<file path="config.mk">
export PLATFORM = sky130hd
export DESIGN_NAME = spi_tx_scheduler
export DESIGN_NICKNAME = d
export VERILOG_FILES = /design/src/rtl/spi_tx_scheduler.sv
export SDC_FILE = /design/constraint.sdc
export NUM_CORES = 1
export LEC_CHECK = 0
export CAP_MARGIN = 20
export CORE_AREA = 2 2 117 119
export CTS_CLUSTER_SIZE = 28
export DETAILED_ROUTE_END_ITERATION = 8
export DIE_AREA = 0 0 119 121
export HOLD_SLACK_MARGIN = 0.03
export PLACE_DENSITY = 0.74
export SLEW_MARGIN = 5
export SYNTH_ARGS = -nofsm -noshare
export SYNTH_HDL_FRONTEND = slang
export SYNTH_SLANG_ARGS = --single-unit
export TNS_END_PERCENT = 30
</file>
<file path="constraint.sdc">
create_clock -name clk -period 6.85 [get_ports clk]
set_input_delay 1.0275 -clock clk [delete_from_list [all_inputs] [get_ports clk]]
set_output_delay 1.0275 -clock clk [all_outputs]
set_load 0.02 [all_outputs]
</file>
<file path="src/rtl/spi_tx_scheduler.sv">
// spi_tx_scheduler
//   Buffers 16-bit PCM samples from the decimator in a small FIFO and ships
//   them to the MCU as an SPI master (mode 0, MSB first). Each chip-select
//   frame carries one sample. A frame starts only while the MCU is ready.
//
// Optional feature (macro SPI_SEQ_TAG_EN):
//   When defined, every frame is 24 bits: an 8-bit sequence number, then the
//   16-bit sample. The sequence number advances once per completed frame.
//   The MCU can therefore spot dropped samples as gaps in the sequence.
//
// Parameters
//   DEPTH    FIFO entries (power of 2, >= 2)
//   SCK_DIV  clk cycles per sck half-period (>= 1)
//   GAP_CYC  clk cycles cs_n stays high between frames (>= 1)
//
// Ports
//   clk, reset_n   system clock, asynchronous active-low reset
//   audio_valid    single-cycle strobe qualifying pcm_in
//   pcm_in[15:0]   PCM sample
//   mcu_rdy        MCU can take a frame (looked at only in IDLE)
//   clr_ovf        clears the sticky overflow flag
//   sck/cs_n/sdo   SPI master outputs, all registered
//   busy           FSM is not in IDLE
//   fifo_level     current FIFO occupancy
//   overflow       sticky; a sample was dropped because the FIFO was full
module spi_tx_scheduler #(
    parameter int DEPTH   = 8,
    parameter int SCK_DIV = 2,
    parameter int GAP_CYC = 4
) (
    input  logic                     clk,
    input  logic                     reset_n,
    input  logic                     audio_valid,
    input  logic [15:0]              pcm_in,
    input  logic                     mcu_rdy,
    input  logic                     clr_ovf,
    output logic                     sck,
    output logic                     cs_n,
    output logic                     sdo,
    output logic                     busy,
    output logic [$clog2(DEPTH):0]   fifo_level,
    output logic                     overflow
);

    localparam int AW = $clog2(DEPTH);
    localparam int LW = AW + 1;
`ifdef SPI_SEQ_TAG_EN
    localparam int FB = 24;
`else
    localparam int FB = 16;
`endif
    localparam int CMAX = (SCK_DIV > GAP_CYC) ? SCK_DIV : GAP_CYC;
    localparam int CW   = $clog2(CMAX + 1);

    typedef enum logic [2:0] {IDLE, SETUP, SHIFT, HOLD, GAP} state_t;

    state_t          state, state_n;
    logic [CW-1:0]   cnt, cnt_n;
    logic [4:0]      bit_cnt, bit_n;
    logic [FB-1:0]   shift_reg, shift_n;
    logic            sck_n, cs_n_n, sdo_n;
    logic            pop;

    // ---------------- FIFO ----------------
    logic [15:0]     mem [DEPTH];
    logic [AW-1:0]   wr_ptr, rd_ptr;
    logic            full, push_ok, drop;
    logic [FB-1:0]   head;

    assign full    = (fifo_level == LW'(DEPTH));
    // A pop in the same cycle frees the slot, so a push while full is still taken.
    assign push_ok = audio_valid && (!full || pop);
    assign drop    = audio_valid && full && !pop;

`ifdef SPI_SEQ_TAG_EN
    logic [7:0] seq;
    assign head = {seq, mem[rd_ptr]};
`else
    assign head = mem[rd_ptr];
`endif

    always_ff @(posedge clk) begin
        if (push_ok) mem[wr_ptr] <= pcm_in;
    end

    // Pointers are AW bits wide so they wrap at DEPTH on their own.
    always_ff @(posedge clk or negedge reset_n) begin
        if (!reset_n) begin
            wr_ptr     <= '0;
            rd_ptr     <= '0;
            fifo_level <= '0;
            overflow   <= 1'b0;
        end else begin
            if (push_ok) wr_ptr <= wr_ptr + 1'b1;
            if (pop)     rd_ptr <= rd_ptr + 1'b1;
            case ({push_ok, pop})
                2'b10:   fifo_level <= fifo_level + 1'b1;
                2'b01:   fifo_level <= fifo_level - 1'b1;
                default: fifo_level <= fifo_level;
            endcase
            // Set wins over clear.
            if (drop)         overflow <= 1'b1;
            else if (clr_ovf) overflow <= 1'b0;
        end
    end

    // ---------------- FSM ----------------
    // Output registers are loaded with the values belonging to the next state,
    // so sck/cs_n/sdo change in the same cycle the state does.
    always_comb begin
        state_n = state;
        cnt_n   = cnt + 1'b1;
        bit_n   = bit_cnt;
        shift_n = shift_reg;
        sck_n   = sck;
        cs_n_n  = cs_n;
        sdo_n   = sdo;
        pop     = 1'b0;
        case (state)
            IDLE: begin
                cnt_n = '0;
                if (fifo_level != '0 && mcu_rdy) begin
                    pop     = 1'b1;
                    shift_n = head;
                    bit_n   = 5'(FB - 1);
                    state_n = SETUP;
                    cs_n_n  = 1'b0;
                    sck_n   = 1'b0;
                    sdo_n   = head[FB-1];
                end
            end
            SETUP: begin
                if (cnt == CW'(SCK_DIV - 1)) begin
                    cnt_n   = '0;
                    sck_n   = 1'b1;
                    state_n = SHIFT;
                end
            end
            SHIFT: begin
                if (cnt == CW'(SCK_DIV - 1)) begin
                    cnt_n = '0;
                    if (sck) begin
                        // Falling edge: present the next bit, except after the
                        // last bit where sdo keeps holding bit 0.
                        sck_n = 1'b0;
                        if (bit_cnt != '0) begin
                            shift_n = {shift_reg[FB-2:0], 1'b0};
                            sdo_n   = shift_reg[FB-2];
                        end
                    end else begin
                        // End of a low phase: next period or done.
                        if (bit_cnt == '0) begin
                            state_n = HOLD;
                        end else begin
                            bit_n = bit_cnt - 1'b1;
                            sck_n = 1'b1;
                        end
                    end
                end
            end
            HOLD: begin
                if (cnt == CW'(SCK_DIV - 1)) begin
                    cnt_n   = '0;
                    cs_n_n  = 1'b1;
                    sdo_n   = 1'b0;
                    state_n = GAP;
                end
            end
            GAP: begin
                if (cnt == CW'(GAP_CYC - 1)) begin
                    cnt_n   = '0;
                    state_n = IDLE;
                end
            end
            default: begin
                state_n = IDLE;
                cnt_n   = '0;
                sck_n   = 1'b0;
                cs_n_n  = 1'b1;
                sdo_n   = 1'b0;
            end
        endcase
    end

    always_ff @(posedge clk or negedge reset_n) begin
        if (!reset_n) begin
            state     <= IDLE;
            cnt       <= '0;
            bit_cnt   <= '0;
            shift_reg <= '0;
            sck       <= 1'b0;
            cs_n      <= 1'b1;
            sdo       <= 1'b0;
            busy      <= 1'b0;
        end else begin
            state     <= state_n;
            cnt       <= cnt_n;
            bit_cnt   <= bit_n;
            shift_reg <= shift_n;
            sck       <= sck_n;
            cs_n      <= cs_n_n;
            sdo       <= sdo_n;
            busy      <= (state_n != IDLE);
        end
    end

`ifdef SPI_SEQ_TAG_EN
    // Advances only on completed frames; dropped samples never reach here.
    always_ff @(posedge clk or negedge reset_n) begin
        if (!reset_n)                          seq <= '0;
        else if (state == HOLD && state_n == GAP) seq <= seq + 1'b1;
    end
`endif

endmodule

</file>
==> results_dict.tcl, run 1 <==
set metrics [dict create \
    yosys_most_used_dff "edfxtp_1" \
    fin_setup_tns_ns 0 \
    min_to "cnt[0]$_DFF_PN0_" \
    internal-power_w 0.00239 \
    num_vias 4013 \
    syn_area_um2 7110 \
    grt_use_total 0.200 \
    finClkSkew_ns 0.00686 \
    synthArstFlopShare 0.243 \
    synth_common_cells "edfxtp_1, mux2i_1, dfrtp_1" \
    r2r-end "fifo_level[3]$_DFFE_PN0P_" \
    die_width_um 119 \
    htreeDepth 4 \
    grtUsageMet2 0.323 \
    slew_headroom 0.274 \
    post_drt_wl_per_cell_um 19.2 \
    setup_slack_ns 3.09 \
    synth.avg_cell_area_um2 14.8 \
    syn_nets 514 \
    hold_start "cnt[0]$_DFF_PN0_" \
    area_delta_synth_final_pct 14.6 \
    ant_nets 0 \
    grt_pass1_vias 3987 \
    cts_tree "built" \
    post_cts_buffers 0 \
    place_area_um2 7570 \
    dp_hpwl_mm 7.85 \
    drtIter0Drc 322 \
    finalHoldViolations 0 \
    register_area_um2 4870 \
    period_needed_ns 3.76 \
    rsz0062_at_grt "no" \
    nets 543 \
    design_area_um2 8150 \
    synth_edf_count 128 \
    p_leak_nw 2.99 \
    required_ns 7.19 \
    synth_top_area_frac 0.540 \
    synth-seq-cells 169 \
    met3_usage 0.0522 \
    via_per_inst 5.74 \
    setup_viol 0 \
    diodes 0 \
    switchingPower_w 0.00129 \
    cp-start-kind "input pin" \
    fp.dieH_um 121 \
    ir_drop_v 0.000218 \
    swShare 0.350 \
    grt_pass1_wl_mm 21.3 \
    cts-root-buf "clkbuf_16" \
    reg2reg_from "state[2]$_DFF_PN0_" \
    worstMarginPinSlew_ns 1.09 \
    clock_sinks 169 \
    seq_area_frac_synth 0.685 \
    top_usage_layer "met2" \
    final.period_utilization 0.549 \
    drive_gt1_frac 0.130 \
    status "completed" \
    ios 30 \
    multiInputGateArea_um2 2080 \
    gp_congestion 0.803 \
    end_kind "register" \
    drc_errors 0 \
    yosys-top-cells-area "edfxtp_1, dfrtp_1, mux2i_1, o22ai_1, ha_1" \
    cap_viol_max_count 0 \
    reg2reg_slack_ns 3.46 \
    clock_latency_ns 0.42 \
    initial_utilization 0.544 \
    core_area_um2 13100 \
    power.share.clock 0.252 \
    yosysWarnings 0 \
    grtUsageMet1 0.262 \
    hold_slack_ns 0.465 \
    drv_slew 0 \
    cts-buffers-inserted 17 \
    portBuffers 29 \
    power.density_nw_per_um2 451 \
    p_total_w 0.00368 \
    critPathKind "in2reg" \
    yosys.area.top_type "edfxtp_1" \
    pwr-share-seq 0.431 \
    hold_depth 1 \
    syn_inst 481 \
    grt_start_max_net_pins 65 \
    synth_cell_type_count 49 \
    overflow 0 \
    wl_mm 13.4 \
    die_area_um2 14400 \
    fp-row-count 42 \
    p_comb_frac 0.317 \
    yosysMostFrequentCell "edfxtp_1" \
    fmaxAchievable_mhz 266 \
    crit_fanout 5 \
    clkTransAtPathRegs_ns 0.06 \
    pre_cts_ws_ns 2.70 \
    clock_path_buffers 2 \
    largest_reg_flops 128 \
    fillers 946 \
    crit_arrival_ns 4.11 \
    ctsResizeCount 0 \
    antenna_found_initial 0 \
    r2r_cells 9 \
    hold_buffers 0 \
    firstDrtPassIters 5 \
    hold_path_class "reg2reg" \
]
[cell usage in the layout (no fill, tap or decap), types with 9 or more instances in the layout]
master / instances
clkbuf_16: 17
clkdlybuf4s50_1: 28
dfrtp_1: 39
edfxtp_1: 128
ha_1: 11
inv_1: 13
mux2i_1: 59
nand2_1: 13
nor2_1: 29
nor3_1: 16
o21ai_0: 22
o22ai_1: 29
o31ai_1: 9
o31ai_2: 9
[power by group through the flow]
stage | clock network, W | logic, W | registers, W
finish | 0.000926 | 0.00117 | 0.00158
detailed placement | 0 | 0.00117 | 0.00160
global placement | 0 | 0.00114 | 0.00159
global route | 0.000981 | 0.00129 | 0.00162
floorplan | 0 | 0.000962 | 0.00148
CTS | 0.000942 | 0.00118 | 0.00159
[layout make-up]
cell class	instances	share of cell area
clock buffers	19	0.0531
clock inverters	13	0.0180
inverters	14	0.00645
multi-input cells	271	0.255
flip-flops and latches	169	0.598
well taps	176	0.0270
repair buffers	37	0.0424
[metal layers]
metal,routed length [um],vias to the layer above,share of wire
met2,6730,84,0.50
met3,560,22,0.042
met4,238,0,0.018
met5,0,-,0
met1,5870,2012,0.44
li1,-,1895,-
[worst max path at each step]
stage                     slack [ns]  depth (start not counted)                         to  startpoint
after CTS                       3.13                         10  fifo_level[3]$_DFFE_PN0P_     mcu_rdy
final                           3.09                         10  fifo_level[3]$_DFFE_PN0P_     mcu_rdy
after global placement          2.81                         10  fifo_level[3]$_DFFE_PN0P_     mcu_rdy
after floorplan                 2.82                          4        mem[0][0]$_DFFE_PP_     mcu_rdy
after global routing            2.90                         10  fifo_level[3]$_DFFE_PN0P_     mcu_rdy
after detailed placement        2.70                         10  fifo_level[3]$_DFFE_PN0P_     mcu_rdy
[stage by stage]
stage | std cells | utilization
2_1_floorplan | 481 | -
3_3_place_gp | 667 | 0.579
3_5_place_dp | 667 | 0.579
4_1_cts | 699 | 0.623
5_1_grt | 699 | 0.623
6_report | 699 | 0.623
[kinds of logic after synthesis]
kind of cell               share of synthesized area
DFF                                            0.685
and+or+nand+nor                               0.0700
AOI/OAI and AO/OA                             0.0867
muxes                                         0.0989
buffers and inverters                         0.0276
adders and majority gates                     0.0222
xor gates and xnor gates                     0.00985
[critical path, stage by stage]
cell and delay (ns):
clkdlybuf4s50_1 0.48, or4b_4 0.50, a31oi_1 0.50, inv_1 0.28, ha_1 0.32, ha_1 0.28
a21o_1 0.17, a21oi_1 0.16, mux2i_1 0.24, xnor2_1 0.14
Power figures use the tool's default switching activity.
==> run 2, diff against run 1 <==
Settings changed: CORE_AREA 2 2 117 119 to 2 2 118 120, DIE_AREA 0 0 119 121 to 0 0 120 122, PLACE_DENSITY 0.74 to 0.76.
Clock period 6.85 ns to 3.4 ns, I/O delays scaled along.
==> run 2 against run 1 <==
Against the previous run:
- clock power increased by 100%
- worst hold slack got worse by 0.23 ns
- first-iteration DRC count decreased by 25%
- count of clock-buffer cells in the layout decreased by 1
- setup slack got worse by 2.6 ns
- combinational power increased by 120%
- power increased by 100%
- cell area increased by 0.88%
- via count increased by 3.7%
- die area increased by 1.7%
- sequential share of layout area decreased by 0.52 points
- sequential power increased by 93%
==> results_dict.tcl, run 2 (same netlist as run 1, synthesis figures left out) <==
set metrics [dict create \
    status "completed" \
    drv_slew 0 \
    layout.cells.most_common "edfxtp_1" \
    grt_pass1_vias 4228 \
    hold_slack_ns 0.235 \
    diodes 0 \
    grt_start_max_net_pins 42 \
    fin_util 0.609 \
    critPathKind "reg2reg" \
    met3_usage 0.0524 \
    clock_path_buffers 2 \
    cap_viol_max_count 0 \
    period_needed_ns 2.94 \
    ios 30 \
    via_per_inst 5.86 \
    grt_pass1_wl_mm 22.2 \
    htreeDepth 4 \
    initial_utilization 0.527 \
    finalHoldViolations 0 \
    drive_gt1_frac 0.138 \
    required_ns 3.67 \
    grtUsageMet2 0.349 \
    setup_viol 0 \
    ctsResizeCount 0 \
    core_area_um2 13500 \
    drtIter0Drc 242 \
    clock_latency_ns 0.42 \
    num_vias 4162 \
    p_leak_nw 3.04 \
    antenna_found_initial 0 \
    slew_headroom 0.371 \
    worstMarginPinSlew_ns 0.943 \
    post_cts_buffers 0 \
    clock_sinks 169 \
    top_usage_layer "met2" \
    largest_reg_flops 128 \
    overflow 0 \
    ir_drop_v 0.000402 \
    p_total_w 0.00749 \
    fmaxAchievable_mhz 341 \
    mostFrequentLayoutCells "edfxtp_1, mux2i_1, dfrtp_1" \
    power.density_nw_per_um2 911 \
    fin_setup_tns_ns 0 \
    crit_fanout 23 \
    die_area_um2 14600 \
    final-instance-count-excl-fill 710 \
    dp_hpwl_mm 8.27 \
    grtUsageMet1 0.246 \
    hold_buffers 0 \
    dp_cells 680 \
    wl_mm 14.0 \
    drc_errors 0 \
    rsz0062_at_grt "no" \
    area_delta_synth_final_pct 15.6 \
    cts_tree "built" \
    cts-buffers-inserted 17 \
    clkTransAtPathRegs_ns 0.06 \
    firstDrtPassIters 5 \
    nets 552 \
    portBuffers 29 \
    die_width_um 120 \
    final.period_utilization 0.864 \
    finClkSkew_ns 0.00425 \
    crit_arrival_ns 3.21 \
    fp-row-count 43 \
    fp.dieH_um 122 \
    post_drt_wl_per_cell_um 19.8 \
    gp_congestion 0.786 \
    hold_path_class "in2async" \
    cp-start-kind "register" \
    ant_nets 0 \
    end_kind "register" \
    grt_use_total 0.205 \
    cts-root-buf "clkbuf_16" \
]
## run 2: metal layers
layer | wire length, um | vias up | share of wire
li1 | - | 1910 | -
met1 | 5760 | 2111 | 0.41
met2 | 7260 | 114 | 0.52
met3 | 652 | 27 | 0.046
met4 | 364 | 0 | 0.026
met5 | 0 | - | 0
## run 2: worst paths after layout
path	startpoint	slack, ns	end	cells past startpoint
worst max-delay path	bit_cnt[0]$_DFFE_PN0P_	0.46	shift_reg[2]$_DFFE_PN0P_	6
worst min-delay path	reset_n	0.23	overflow$_DFFE_PN0P_	1
worst max register to register	bit_cnt[0]$_DFFE_PN0P_	0.46	shift_reg[2]$_DFFE_PN0P_	6
worst min register to register	cnt[0]$_DFF_PN0_	0.46	cnt[0]$_DFF_PN0_	1
max in group asynchronous	reset_n	2.47	rd_ptr[0]$_DFFE_PN0N_	1
min in group clk	cnt[0]$_DFF_PN0_	0.46	cnt[0]$_DFF_PN0_	1
## run 2: cell type report
class | count | area [um2]
fillers | 991 | 5280
flip-flops and latches | 169 | 4870
multi-input cells | 271 | 2080
clock buffers | 18 | 429
repair buffers | 46 | 425
well taps | 180 | 225
clock inverters | 12 | 134
inverters | 14 | 52.6
## run 2: worst max-delay path, cell delays in order (launching register included)
cell,delay [ns]
dfrtp_1,0.39
inv_1,0.14
ha_1,0.17
or4b_1,0.54
a2bb2oi_2,0.69
or2_1,0.65
o31ai_1,0.19
## run 2: per-stage QoR
| step | setup slack, ns | area [um2] |
|---|---|---|
| 4_1_cts | 0.456 | 8220 |
| 2_1_floorplan | 0.282 | 7120 |
| 6_report | 0.464 | 8220 |
| 3_5_place_dp | 0.263 | 7660 |
| 3_3_place_gp | 0.327 | 7660 |
| 5_1_grt | 0.251 | 8220 |
## run 2: power by group
group / switching (W) / internal (W) / total [W]
Clock: 0.000732 / 0.00113 / 0.00186
Combinational: 0.00150 / 0.00108 / 0.00258
Sequential: 0.000350 / 0.00270 / 0.00305
Total: 0.00258 / 0.00491 / 0.00749
